[src/rtl/if_fetch_pkg.sv]
// Shared widths, constants and the FIFO entry type for the instruction fetch stage.
// Holds the ADDR_WIDTH / DATA_WIDTH / NOP / ZERO constants of the surrounding core.
package if_fetch_pkg;

   localparam int ADDR_WIDTH = 32;
   localparam int DATA_WIDTH = 32;

   localparam logic [DATA_WIDTH-1:0] NOP  = 32'h0000_0013;
   localparam logic [ADDR_WIDTH-1:0] ZERO = '0;

   typedef struct packed {
      logic [ADDR_WIDTH-1:0] addr;
      logic [DATA_WIDTH-1:0] inst;
   } fetch_entry_t;

   function automatic logic [ADDR_WIDTH-1:0] word_align(input logic [ADDR_WIDTH-1:0] a);
      return a & ~{{(ADDR_WIDTH-2){1'b0}}, 2'b11};
   endfunction

endpackage

[src/rtl/if_fifo.sv]
// Synchronous FIFO used both for returned {addr, inst} pairs and for in-flight request addresses.
// Head data is read straight from storage; clear empties the queue in one cycle.
module if_fifo #(
   parameter int WIDTH = 64,
   parameter int DEPTH = 2
) (
   input  logic                     clk_i,
   input  logic                     rst_i,
   input  logic                     push_i,
   input  logic                     pop_i,
   input  logic                     clear_i,
   input  logic [WIDTH-1:0]         data_i,
   output logic [WIDTH-1:0]         data_o,
   output logic                     full_o,
   output logic                     empty_o,
   output logic [$clog2(DEPTH):0]   count_o
);

   localparam int AW = $clog2(DEPTH);
   localparam int CW = AW + 1;

   logic [WIDTH-1:0] r_mem [DEPTH];
   logic [AW-1:0]    r_wptr;
   logic [AW-1:0]    r_rptr;
   logic [CW-1:0]    r_count;
   logic             w_push;
   logic             w_pop;

   assign full_o  = (r_count == CW'(DEPTH));
   assign empty_o = (r_count == '0);
   assign count_o = r_count;
   assign data_o  = r_mem[r_rptr];

   assign w_pop  = pop_i && !empty_o;
   assign w_push = push_i && (!full_o || w_pop);

   // NOTE: storage carries no reset; the count alone decides which slots are meaningful.
   always_ff @(posedge clk_i) begin
      if (w_push && !clear_i) begin
         r_mem[r_wptr] <= data_i;
      end
   end

   // NOTE: clocked state uses <= so every flop samples the pre-edge values.
   always_ff @(posedge clk_i or posedge rst_i) begin
      if (rst_i) begin
         r_wptr  <= '0;
         r_rptr  <= '0;
         r_count <= '0;
      end else if (clear_i) begin
         r_wptr  <= '0;
         r_rptr  <= '0;
         r_count <= '0;
      end else begin
         if (w_push) r_wptr <= r_wptr + AW'(1);
         if (w_pop)  r_rptr <= r_rptr + AW'(1);
         unique case ({w_push, w_pop})
            2'b10:   r_count <= r_count + CW'(1);
            2'b01:   r_count <= r_count - CW'(1);
            default: r_count <= r_count;
         endcase
      end
   end

endmodule

[src/rtl/if_fetch.sv]
// Instruction fetch stage: owns the PC, issues credit-limited word requests to imem and
// buffers responses for if_id; a redirect flushes the buffer and drops in-flight responses.
module if_fetch
   import if_fetch_pkg::*;
#(
   parameter logic [ADDR_WIDTH-1:0] RESET_ADDR = 32'h0000_0000,
   parameter int                    DEPTH      = 2
) (
   input  logic                  clk_i,
   input  logic                  rst_i,
   output logic                  imem_req_o,
   output logic [ADDR_WIDTH-1:0] imem_addr_o,
   input  logic                  imem_gnt_i,
   input  logic                  imem_rvalid_i,
   input  logic [DATA_WIDTH-1:0] imem_rdata_i,
   output logic                  inst_valid_o,
   output logic [DATA_WIDTH-1:0] inst_o,
   output logic [ADDR_WIDTH-1:0] inst_addr_o,
   input  logic                  inst_ready_i,
   input  logic                  jump_en_i,
   input  logic [ADDR_WIDTH-1:0] jump_addr_i
);

   localparam int CW = $clog2(DEPTH) + 1;

   logic [ADDR_WIDTH-1:0] r_pc;
   logic [CW-1:0]         r_drop;

   logic [CW-1:0]         w_fifo_count;
   logic [CW-1:0]         w_out_count;
   logic [CW:0]           w_inflight;
   logic                  w_fifo_full;
   logic                  w_fifo_empty;
   logic                  w_aq_full;
   logic                  w_aq_empty;
   logic                  w_credit;
   logic                  w_grant;
   logic                  w_rsp;
   logic                  w_push;
   logic                  w_pop;
   logic [ADDR_WIDTH-1:0] w_aq_addr;
   fetch_entry_t          w_push_entry;
   fetch_entry_t          w_head;

   // Buffered plus outstanding instructions may never exceed DEPTH, so the FIFO cannot overflow.
   assign w_inflight = {1'b0, w_fifo_count} + {1'b0, w_out_count};
   assign w_credit   = !w_fifo_full && !w_aq_full && (w_inflight < (CW+1)'(DEPTH));

   assign imem_req_o  = !rst_i && !jump_en_i && w_credit;
   assign imem_addr_o = r_pc;
   assign w_grant     = imem_req_o && imem_gnt_i;

   // A response with nothing outstanding (e.g. left over from before reset) is ignored.
   assign w_rsp  = imem_rvalid_i && !w_aq_empty;
   assign w_push = w_rsp && (r_drop == '0) && !jump_en_i;
   assign w_pop  = !w_fifo_empty && inst_ready_i && !jump_en_i;

   assign w_push_entry = '{addr: w_aq_addr, inst: imem_rdata_i};

   assign inst_valid_o = !w_fifo_empty;
   assign inst_o       = w_fifo_empty ? NOP  : w_head.inst;
   assign inst_addr_o  = w_fifo_empty ? ZERO : w_head.addr;

   // Address queue: one entry per granted request, retired by its response even when dropped.
   if_fifo #(
      .WIDTH (ADDR_WIDTH),
      .DEPTH (DEPTH)
   ) u_addr_q (
      .clk_i   (clk_i),
      .rst_i   (rst_i),
      .push_i  (w_grant),
      .pop_i   (w_rsp),
      .clear_i (1'b0),
      .data_i  (r_pc),
      .data_o  (w_aq_addr),
      .full_o  (w_aq_full),
      .empty_o (w_aq_empty),
      .count_o (w_out_count)
   );

   if_fifo #(
      .WIDTH ($bits(fetch_entry_t)),
      .DEPTH (DEPTH)
   ) u_inst_q (
      .clk_i   (clk_i),
      .rst_i   (rst_i),
      .push_i  (w_push),
      .pop_i   (w_pop),
      .clear_i (jump_en_i),
      .data_i  (w_push_entry),
      .data_o  (w_head),
      .full_o  (w_fifo_full),
      .empty_o (w_fifo_empty),
      .count_o (w_fifo_count)
   );

   always_ff @(posedge clk_i or posedge rst_i) begin
      if (rst_i) begin
         r_pc <= RESET_ADDR;
      end else if (jump_en_i) begin
         r_pc <= word_align(jump_addr_i);
      end else if (w_grant) begin
         r_pc <= r_pc + 32'd4;
      end
   end

   // A redirect drops every response still owed, minus the one retiring in this very cycle.
   always_ff @(posedge clk_i or posedge rst_i) begin
      if (rst_i) begin
         r_drop <= '0;
      end else if (jump_en_i) begin
         r_drop <= w_out_count - CW'(w_rsp);
      end else if (w_rsp && (r_drop != '0)) begin
         r_drop <= r_drop - CW'(1);
      end
   end

endmodule
[config.mk]
export PLATFORM = sky130hd
export DESIGN_NAME = if_fetch
export DESIGN_NICKNAME = d
export VERILOG_FILES = /design/src/rtl/if_fetch_pkg.sv /design/src/rtl/if_fifo.sv /design/src/rtl/if_fetch.sv
export SDC_FILE = /design/constraint.sdc
export NUM_CORES = 1
export LEC_CHECK = 0
export CAP_MARGIN = 15
export CORE_UTILIZATION = 56
export CTS_CLUSTER_DIAMETER = 120
export DETAILED_ROUTE_END_ITERATION = 16
export HOLD_SLACK_MARGIN = 0.06
export PLACE_DENSITY = 0.95
export SKIP_LAST_GASP = 1
export SYNTH_ARGS = -nofsm -noshare
export SYNTH_HDL_FRONTEND = slang
export SYNTH_SLANG_ARGS = --single-unit
[constraint.sdc]
create_clock -name clk_i -period 13.3 [get_ports clk_i]
set_input_delay 1.995 -clock clk_i [delete_from_list [all_inputs] [get_ports clk_i]]
set_output_delay 1.995 -clock clk_i [all_outputs]
set_load 0.02 [all_outputs]
==> results of run 1 <==
[registers in the layout (all words and copies together) (netlist names)]
name	flops
u_inst_q.r_mem	124
u_addr_q.r_mem	60
imem_addr_o	30
r_drop	2
u_addr_q.count_o	2
u_inst_q.count_o	2
u_addr_q.r_rptr	1
u_addr_q.r_wptr	1
u_inst_q.r_rptr	1
u_inst_q.r_wptr	1
[cell families (layout without fill, tap and decap cells)]
group	after synthesis	in the layout	share of synthesized area
compound gates	47	47	0.03082
other cells	1	4	0.0004069
fa+ha+maj	5	5	0.007604
xor+xnor	28	28	0.02661
mux	96	96	0.1086
simple gates	188	188	0.09925
flops	224	224	0.7082
buf+inv	41	221	0.01847
[cells in the mapped netlist, drive strengths merged]
cell | instances | area, um2
nor3 | 7 | 35.03
and4 | 5 | 45.04
ha | 4 | 50.05
nand2 | 34 | 127.6
or4 | 3 | 26.27
nor2b | 3 | 18.77
or3 | 4 | 30.03
nor2 | 76 | 285.3
a211oi | 3 | 22.52
dfrtp | 40 | 1001
nand2b | 3 | 18.77
nor4 | 8 | 50.05
o311ai | 2 | 17.52
inv | 11 | 41.29
buf | 9 | 50.04
nand3 | 16 | 80.08
mux2i | 64 | 640.6
clkbuf | 21 | 78.83
xnor2 | 15 | 131.4
nand4 | 17 | 112.6
o31a | 2 | 17.52
o21bai | 1 | 7.510
and3 | 4 | 25.02
o41ai | 1 | 8.760
o31ai | 4 | 30.03
a22oi | 1 | 7.510
conb | 1 | 3.750
mux2 | 32 | 360.4
nand3b | 3 | 22.52
a31oi | 6 | 37.54
edfxtp | 184 | 5525
and2 | 4 | 25.02
xor2 | 13 | 113.9
o21ai | 24 | 120.1
nor3b | 1 | 12.51
a21oi | 3 | 15.01
fa | 1 | 20.02
[worst max-delay path, cell delays in order]
cell and delay [ns]:
clkdlybuf4s50_1 0.49, nor4_1 0.55, and3_1 0.28, clkdlybuf4s50_1 0.61
[worst paths after layout]
check                                     from               endpoint
max in group asynchronous                rst_i        u_inst_q.r_rptr
max                                      rst_i             imem_req_o
min                            u_addr_q.r_wptr        u_addr_q.r_wptr
min reg2reg                    u_addr_q.r_wptr        u_addr_q.r_wptr
min in group asynchronous                rst_i        imem_addr_o[29]
max reg2reg                u_inst_q.count_o[0]  u_addr_q.r_mem[0][31]
[stage by stage]
step	setup slack, ns	cells	power, mW	instance area (um2)	hold WS [ns]
final	7.389	1029	1.775	11720	0.5580
after detailed placement	7.483	988	1.207	11060	0.5313
after global routing	7.253	1029	1.835	11720	0.5699
after CTS	7.423	1029	1.782	11720	0.5422
after global placement	7.512	988	1.192	11060	0.4955
after floorplan	4.298	633	1.079	9226	0.4604
[per-layer routing]
layer	global-route usage	share of wire	routed length [um]	vias to the layer above
li1	-	-	-	2685
met1	0.2912	0.37	7612	2954
met2	0.4146	0.51	10360	290
met3	0.05453	0.086	1751	62
met4	0.09713	0.034	689	0
met5	0	0	0	-
[where the power goes]
| group | switching [mW] | leakage [nW] | internal (mW) |
|---|---|---|---|
| logic | 0.164 | 1.43 | 0.151 |
| clock network | 0.255 | 0.318 | 0.320 |
| registers | 0.0567 | 2.14 | 0.829 |
| total | 0.476 | 3.88 | 1.30 |
[final cells by class]
type / instances / area [um2]
Sequential cell: 224 / 6530
Fill cell: 1004 / 4277
Multi-Input combinational cell: 368 / 2547
Timing Repair Buffer: 169 / 1667
Clock buffer: 29 / 598.1
Tap cell: 216 / 270.3
Clock inverter: 12 / 70.07
Inverter: 11 / 41.29
==> summary.txt, run 1 <==
Die
  • Chip Width: 130.3 um
  • Die Area: 0.01697 mm2
  • Core area: 0.01600 mm2
  • Starting Density: 0.5759
  • Rows: 46
  • I/O pin count: 168
  • Die Ht: 130.3 um

Timing
  • Fin. Hold Viols: 0
  • Slew headroom: 0.2279
  • Post-Route Skew: 0.03507 ns
  • Worst slew pin tran: 1.158 ns
  • Count of pins over their slew limit: 0
  • Final Cycle Share: 0.4445
  • Maximum clock frequency: 169.2 MHz
  • # setup viols final: 0
  • Min Clock Period, post-route: 5.911 ns
  • RSZ-0062 raised after global routing: no
  • Setup TNS: 0 ns

Placed design
  • GP Congestion: 0.9233
  • DPL Wire Length: 13.17 mm
  • Port buffer count: 161

Clock network
  • CTS sink cnt: 224
  • Post-CTS Resized: 0
  • Post-CTS setup buffers: 0
  • Post-CTS Hold Buffers: 0
  • Root Buffer: clkbuf_16
  • Inserted Clock Buffers: 23
  • H-tree depth: 1
  • TritonCTS clock tree: done
  • Clk buf depth: 3
  • Register clock-pin slew on the reported worst setup and hold paths: 0.06 ns
  • Clock Latency Late Sink: 0.52 ns

Route
  • DRT antenna net count: 0
  • Via-per-instance ratio: 5.822
  • First-pass detailed-route iteration total: 5
  • WL/cell: 19.84 um
  • DRC errors left: 0
  • Via count: 5991
  • Post-Route WL: 20.41 mm
  • DRT iter0 DRCs: 537

Critical path
  • Arr. time, crit path: 3.92 ns
  • Worst Path Required: 11.31 ns
  • Setup crit end kind: output port
  • Critical path launch point type: primary input
  • Reg2Reg Depth: 6
  • FF-to-FF setup slack: 10.03 ns
  • CP Max Fanout: 4
  • WS Path Type: primary input to output port

GRT
  • Antenna violations before repair: 0
  • Vias in the first global route: 5820
  • Largest net degree at the start of global routing: 64
  • Tot GR Track Use: 0.2396
  • Gr ovfl total: 0
  • First-pass GRT wire length: 30.36 mm

Pwr
  • Power density over cell area: 151.4 mW/mm2
  • VDD IR max: 0.1011 mV
  • P_leak: 3.885 nW

Logic synthesis
  • #FFs+latches synth: 224
  • Cell variety after synth: 43
  • Cells after synthesis: 630
  • Synth Area per Inst: 14.63 um2
  • Yosys warning count: 0
  • Sequential cell area fraction in the yosys report: 0.7082
  • Netlist Area Pre-Place: 0.009215 mm2

Cells and area
  • Most frequent cells in the layout: edfxtp_1, clkdlybuf4s50_1, nor2_1, mux2i_1, dfrtp_1
  • Area growth syn-to-layout: 27.22%
  • Util after Layout: 0.7327
  • Share of cells above drive strength 1: 0.1009
  • Fin nets: 872
  • # diodes: 0
  • Most common cell after layout, fill and taps aside: edfxtp_1

Job
  • Max-Cap Viols: 0

Run status
  • Status: finished, final reports clean

Hold path
  • Hold Crit Class: flop to flop
  • Worst Hold Depth: 1
Note: power is estimated with default switching activity, not from simulation.
==> run 2: changes to the inputs <==
- CORE_UTILIZATION: 56 -> 52
- PLACE_DENSITY: 0.95 -> 0.9
- clock period: 13.3 -> 5.9 ns (I/O delays scaled with it)
==> summary.txt, run 2 (synthesis results as in run 1) <==
Critical path
  • FF-to-FF setup slack: 2.70 ns (was 10.03 ns)
  • CP Max Fanout: 7 (was 4)
  • CP startpoint: u_inst_q.count_o[0] (was rst_i)
  • Worst Path Required: 5.02 ns (was 11.31 ns)
  • Setup crit end kind: output port (unchanged)
  • Max stage delay on crit path: 0.61 ns (about the same)
  • Arr. time, crit path: 3.11 ns (was 3.92 ns)
  • End of the worst register-to-register path: u_addr_q.r_mem[0][24] (was u_addr_q.r_mem[0][31])
  • Critical path launch point type: flop (was primary input)
  • WS Path Type: flop to output port (was primary input to output port)
  • Reg2Reg Depth: 6 (unchanged)
  • CP Cell Sequence: and2_1 -> fa_1 -> nor4_1 -> and3_1 -> clkdlybuf4s50_1 (was clkdlybuf4s50_1 -> nor4_1 -> and3_1 -> clkdlybuf4s50_1)
  • R2R Path Start: u_inst_q.count_o[0] (unchanged)
  • Slowest stage cell on the critical path: clkdlybuf4s50_1 (unchanged)

Route
  • Via-per-instance ratio: 5.606 (was 5.822)
  • Via count: 5819 (was 5991)
  • DRT antenna net count: 0 (unchanged)
  • DRT iter0 DRCs: 477 (was 537)
  • Post-Route WL: 19.26 mm (was 20.41 mm)
  • DRC errors left: 0 (unchanged)
  • First-pass detailed-route iteration total: 5 (unchanged)
  • WL/cell: 18.56 um (was 19.84 um)

Die
  • Rows: 48 (was 46)
  • Starting Density: 0.5328 (was 0.5759)
  • Core area: 0.01730 mm2 (was 0.01600 mm2)
  • Die Ht: 135.1 um (was 130.3 um)
  • Chip Width: 135.1 um (was 130.3 um)
  • I/O pin count: 168 (unchanged)
  • Die Area: 0.01826 mm2 (was 0.01697 mm2)

Timing
  • Final Cycle Share: 0.6770
  • Final WS setup: 1.906 ns (was 7.389 ns)
  • Maximum clock frequency: 250.3 MHz
  • Fin. Hold Viols: 0 (unchanged)
  • Worst slew pin tran: 1.118 ns (was 1.158 ns)
  • RSZ-0062 raised after global routing: no (unchanged)
  • Count of pins over their slew limit: 0 (unchanged)
  • Setup TNS: 0 ns (unchanged)
  • WHS: 0.5225 ns (was 0.5580 ns)
  • Post-Route Skew: 0.02177 ns (was 0.03507 ns)
  • Min Clock Period, post-route: 3.994 ns
  • # setup viols final: 0 (unchanged)
  • Slew headroom: 0.2545 (was 0.2279)

Clock network
  • Post-CTS Hold Buffers: 0 (unchanged)
  • Post-CTS setup buffers: 0 (unchanged)
  • Register clock-pin slew on the reported worst setup and hold paths: 0.06 ns (about the same)
  • CTS sink cnt: 224 (unchanged)
  • Inserted Clock Buffers: 23 (unchanged)
  • Clk buf depth: 3 (unchanged)
  • TritonCTS clock tree: done (unchanged)
  • H-tree depth: 1 (unchanged)
  • Clock Latency Late Sink: 0.51 ns (was 0.52 ns)
  • Root Buffer: clkbuf_16 (unchanged)
  • Post-CTS Resized: 0 (unchanged)

Placed design
  • DPL Wire Length: 12.53 mm (was 13.17 mm)
  • Port buffer count: 161 (unchanged)
  • GP Congestion: 0.8684 (was 0.9233)
  • DP Area: 0.01107 mm2 (was 0.01106 mm2)
  • Pre-CTS setup slack: 2.035 ns (was 7.483 ns)

Cells and area
  • Largest register FFs: 124 (unchanged)
  • Area growth syn-to-layout: 28.28% (was 27.22%)
  • Fin nets: 871 (was 872)
  • # diodes: 0 (unchanged)
  • FILL cells: 1143 (was 1004)
  • Share of cells above drive strength 1: 0.1021 (was 0.1009)
  • Top reg by flops: u_inst_q.r_mem (unchanged)
  • Final instance area: 0.01182 mm2 (was 0.01172 mm2)
  • Most common cell after layout, fill and taps aside: edfxtp_1 (unchanged)
  • Most frequent cells in the layout: edfxtp_1, clkdlybuf4s50_1, nor2_1, mux2i_1, dfrtp_1 (unchanged)

Pwr
  • P_leak: 3.926 nW (was 3.885 nW)
  • Power density over cell area: 349.7 mW/mm2 (was 151.4 mW/mm2)
  • VDD IR max: 0.2649 mV (was 0.1011 mV)

Hold path
  • Worst Hold Depth: 1 (unchanged)
  • Hold Crit Endpoint: u_addr_q.r_wptr (unchanged)
  • HP Start: u_addr_q.r_wptr (unchanged)
  • Hold Crit Class: flop to flop (unchanged)

GRT
  • Antenna violations before repair: 0 (unchanged)
  • Largest net degree at the start of global routing: 64 (unchanged)
  • Tot GR Track Use: 0.2126 (was 0.2396)
  • Gr ovfl total: 0 (unchanged)
  • Vias in the first global route: 5643 (was 5820)
  • First-pass GRT wire length: 29.75 mm (was 30.36 mm)

Job
  • Max-Cap Viols: 0 (unchanged)

Run status
  • Status: finished, final reports clean (unchanged)
==> run 2: changes by cell type in the layout (fill, tap and decap cells not counted), sizes merged <==
cell      change
clkinvlp      -2
buf           -1
clkbuf        +3
clkinv        -2
bufinv        +3
inv           -1
==> run 2: power breakdown <==
| part | switching, mW | internal [mW] | total, mW |
|---|---|---|---|
| Clock | 0.570 | 0.868 | 1.44 |
| Sequential | 0.124 | 1.87 | 1.99 |
| Combinational | 0.365 | 0.339 | 0.704 |
==> run 2: layer usage <==
| layer | vias up | routed length (um) | global-route usage |
|---|---|---|---|
| met4 | 0 | 433 | 0.06929 |
| met1 | 2829 | 7813 | 0.2838 |
| li1 | 2682 | - | - |
| met5 | - | 0 | 0 |
| met2 | 270 | 9417 | 0.3487 |
| met3 | 38 | 1599 | 0.04505 |
==> run 2: final cells by class <==
type                    count  area [um2]  area share
clock buffers              32       619.3     0.05239
clock inverters            10       133.9     0.01133
inverters                  11       41.29    0.003493
multi-input cells         368        2556      0.2162
flip-flops and latches    224        6530      0.5524
well taps                 225       281.5     0.02381
repair buffers            168        1659      0.1403
==> run 2: worst max path at each step <==
stage	endpoint	slack, ns	depth (start not counted)
2_1_floorplan	u_inst_q.r_mem[0][0]	0.63	4
3_3_place_gp	u_inst_q.r_mem[1][58]	2.11	7
3_5_place_dp	u_inst_q.r_mem[1][58]	2.04	7
6_report	imem_req_o	1.91	5
5_1_grt	imem_req_o	1.78	5
4_1_cts	imem_req_o	1.94	5
==> run 2: worst max-delay path, delay by kind of cell, from the launching register on <==
| kind | cells | cell delay (ns) |
|---|---|---|
| DFF | 1 | 0.47 |
| and+or+nand+nor | 3 | 1.06 |
| adders and majority gates | 1 | 0.46 |
| buffers and inverters | 1 | 0.61 |
==> run 2: through the flow <==
stage | cells | utilization | power [mW]
after floorplan | 633 | - | 2.430
after global placement | 996 | 0.6399 | 2.698
after detailed placement | 996 | 0.6399 | 2.722
after CTS | 1038 | 0.6834 | 4.164
after global routing | 1038 | 0.6834 | 4.282
final | 1038 | 0.6834 | 4.134
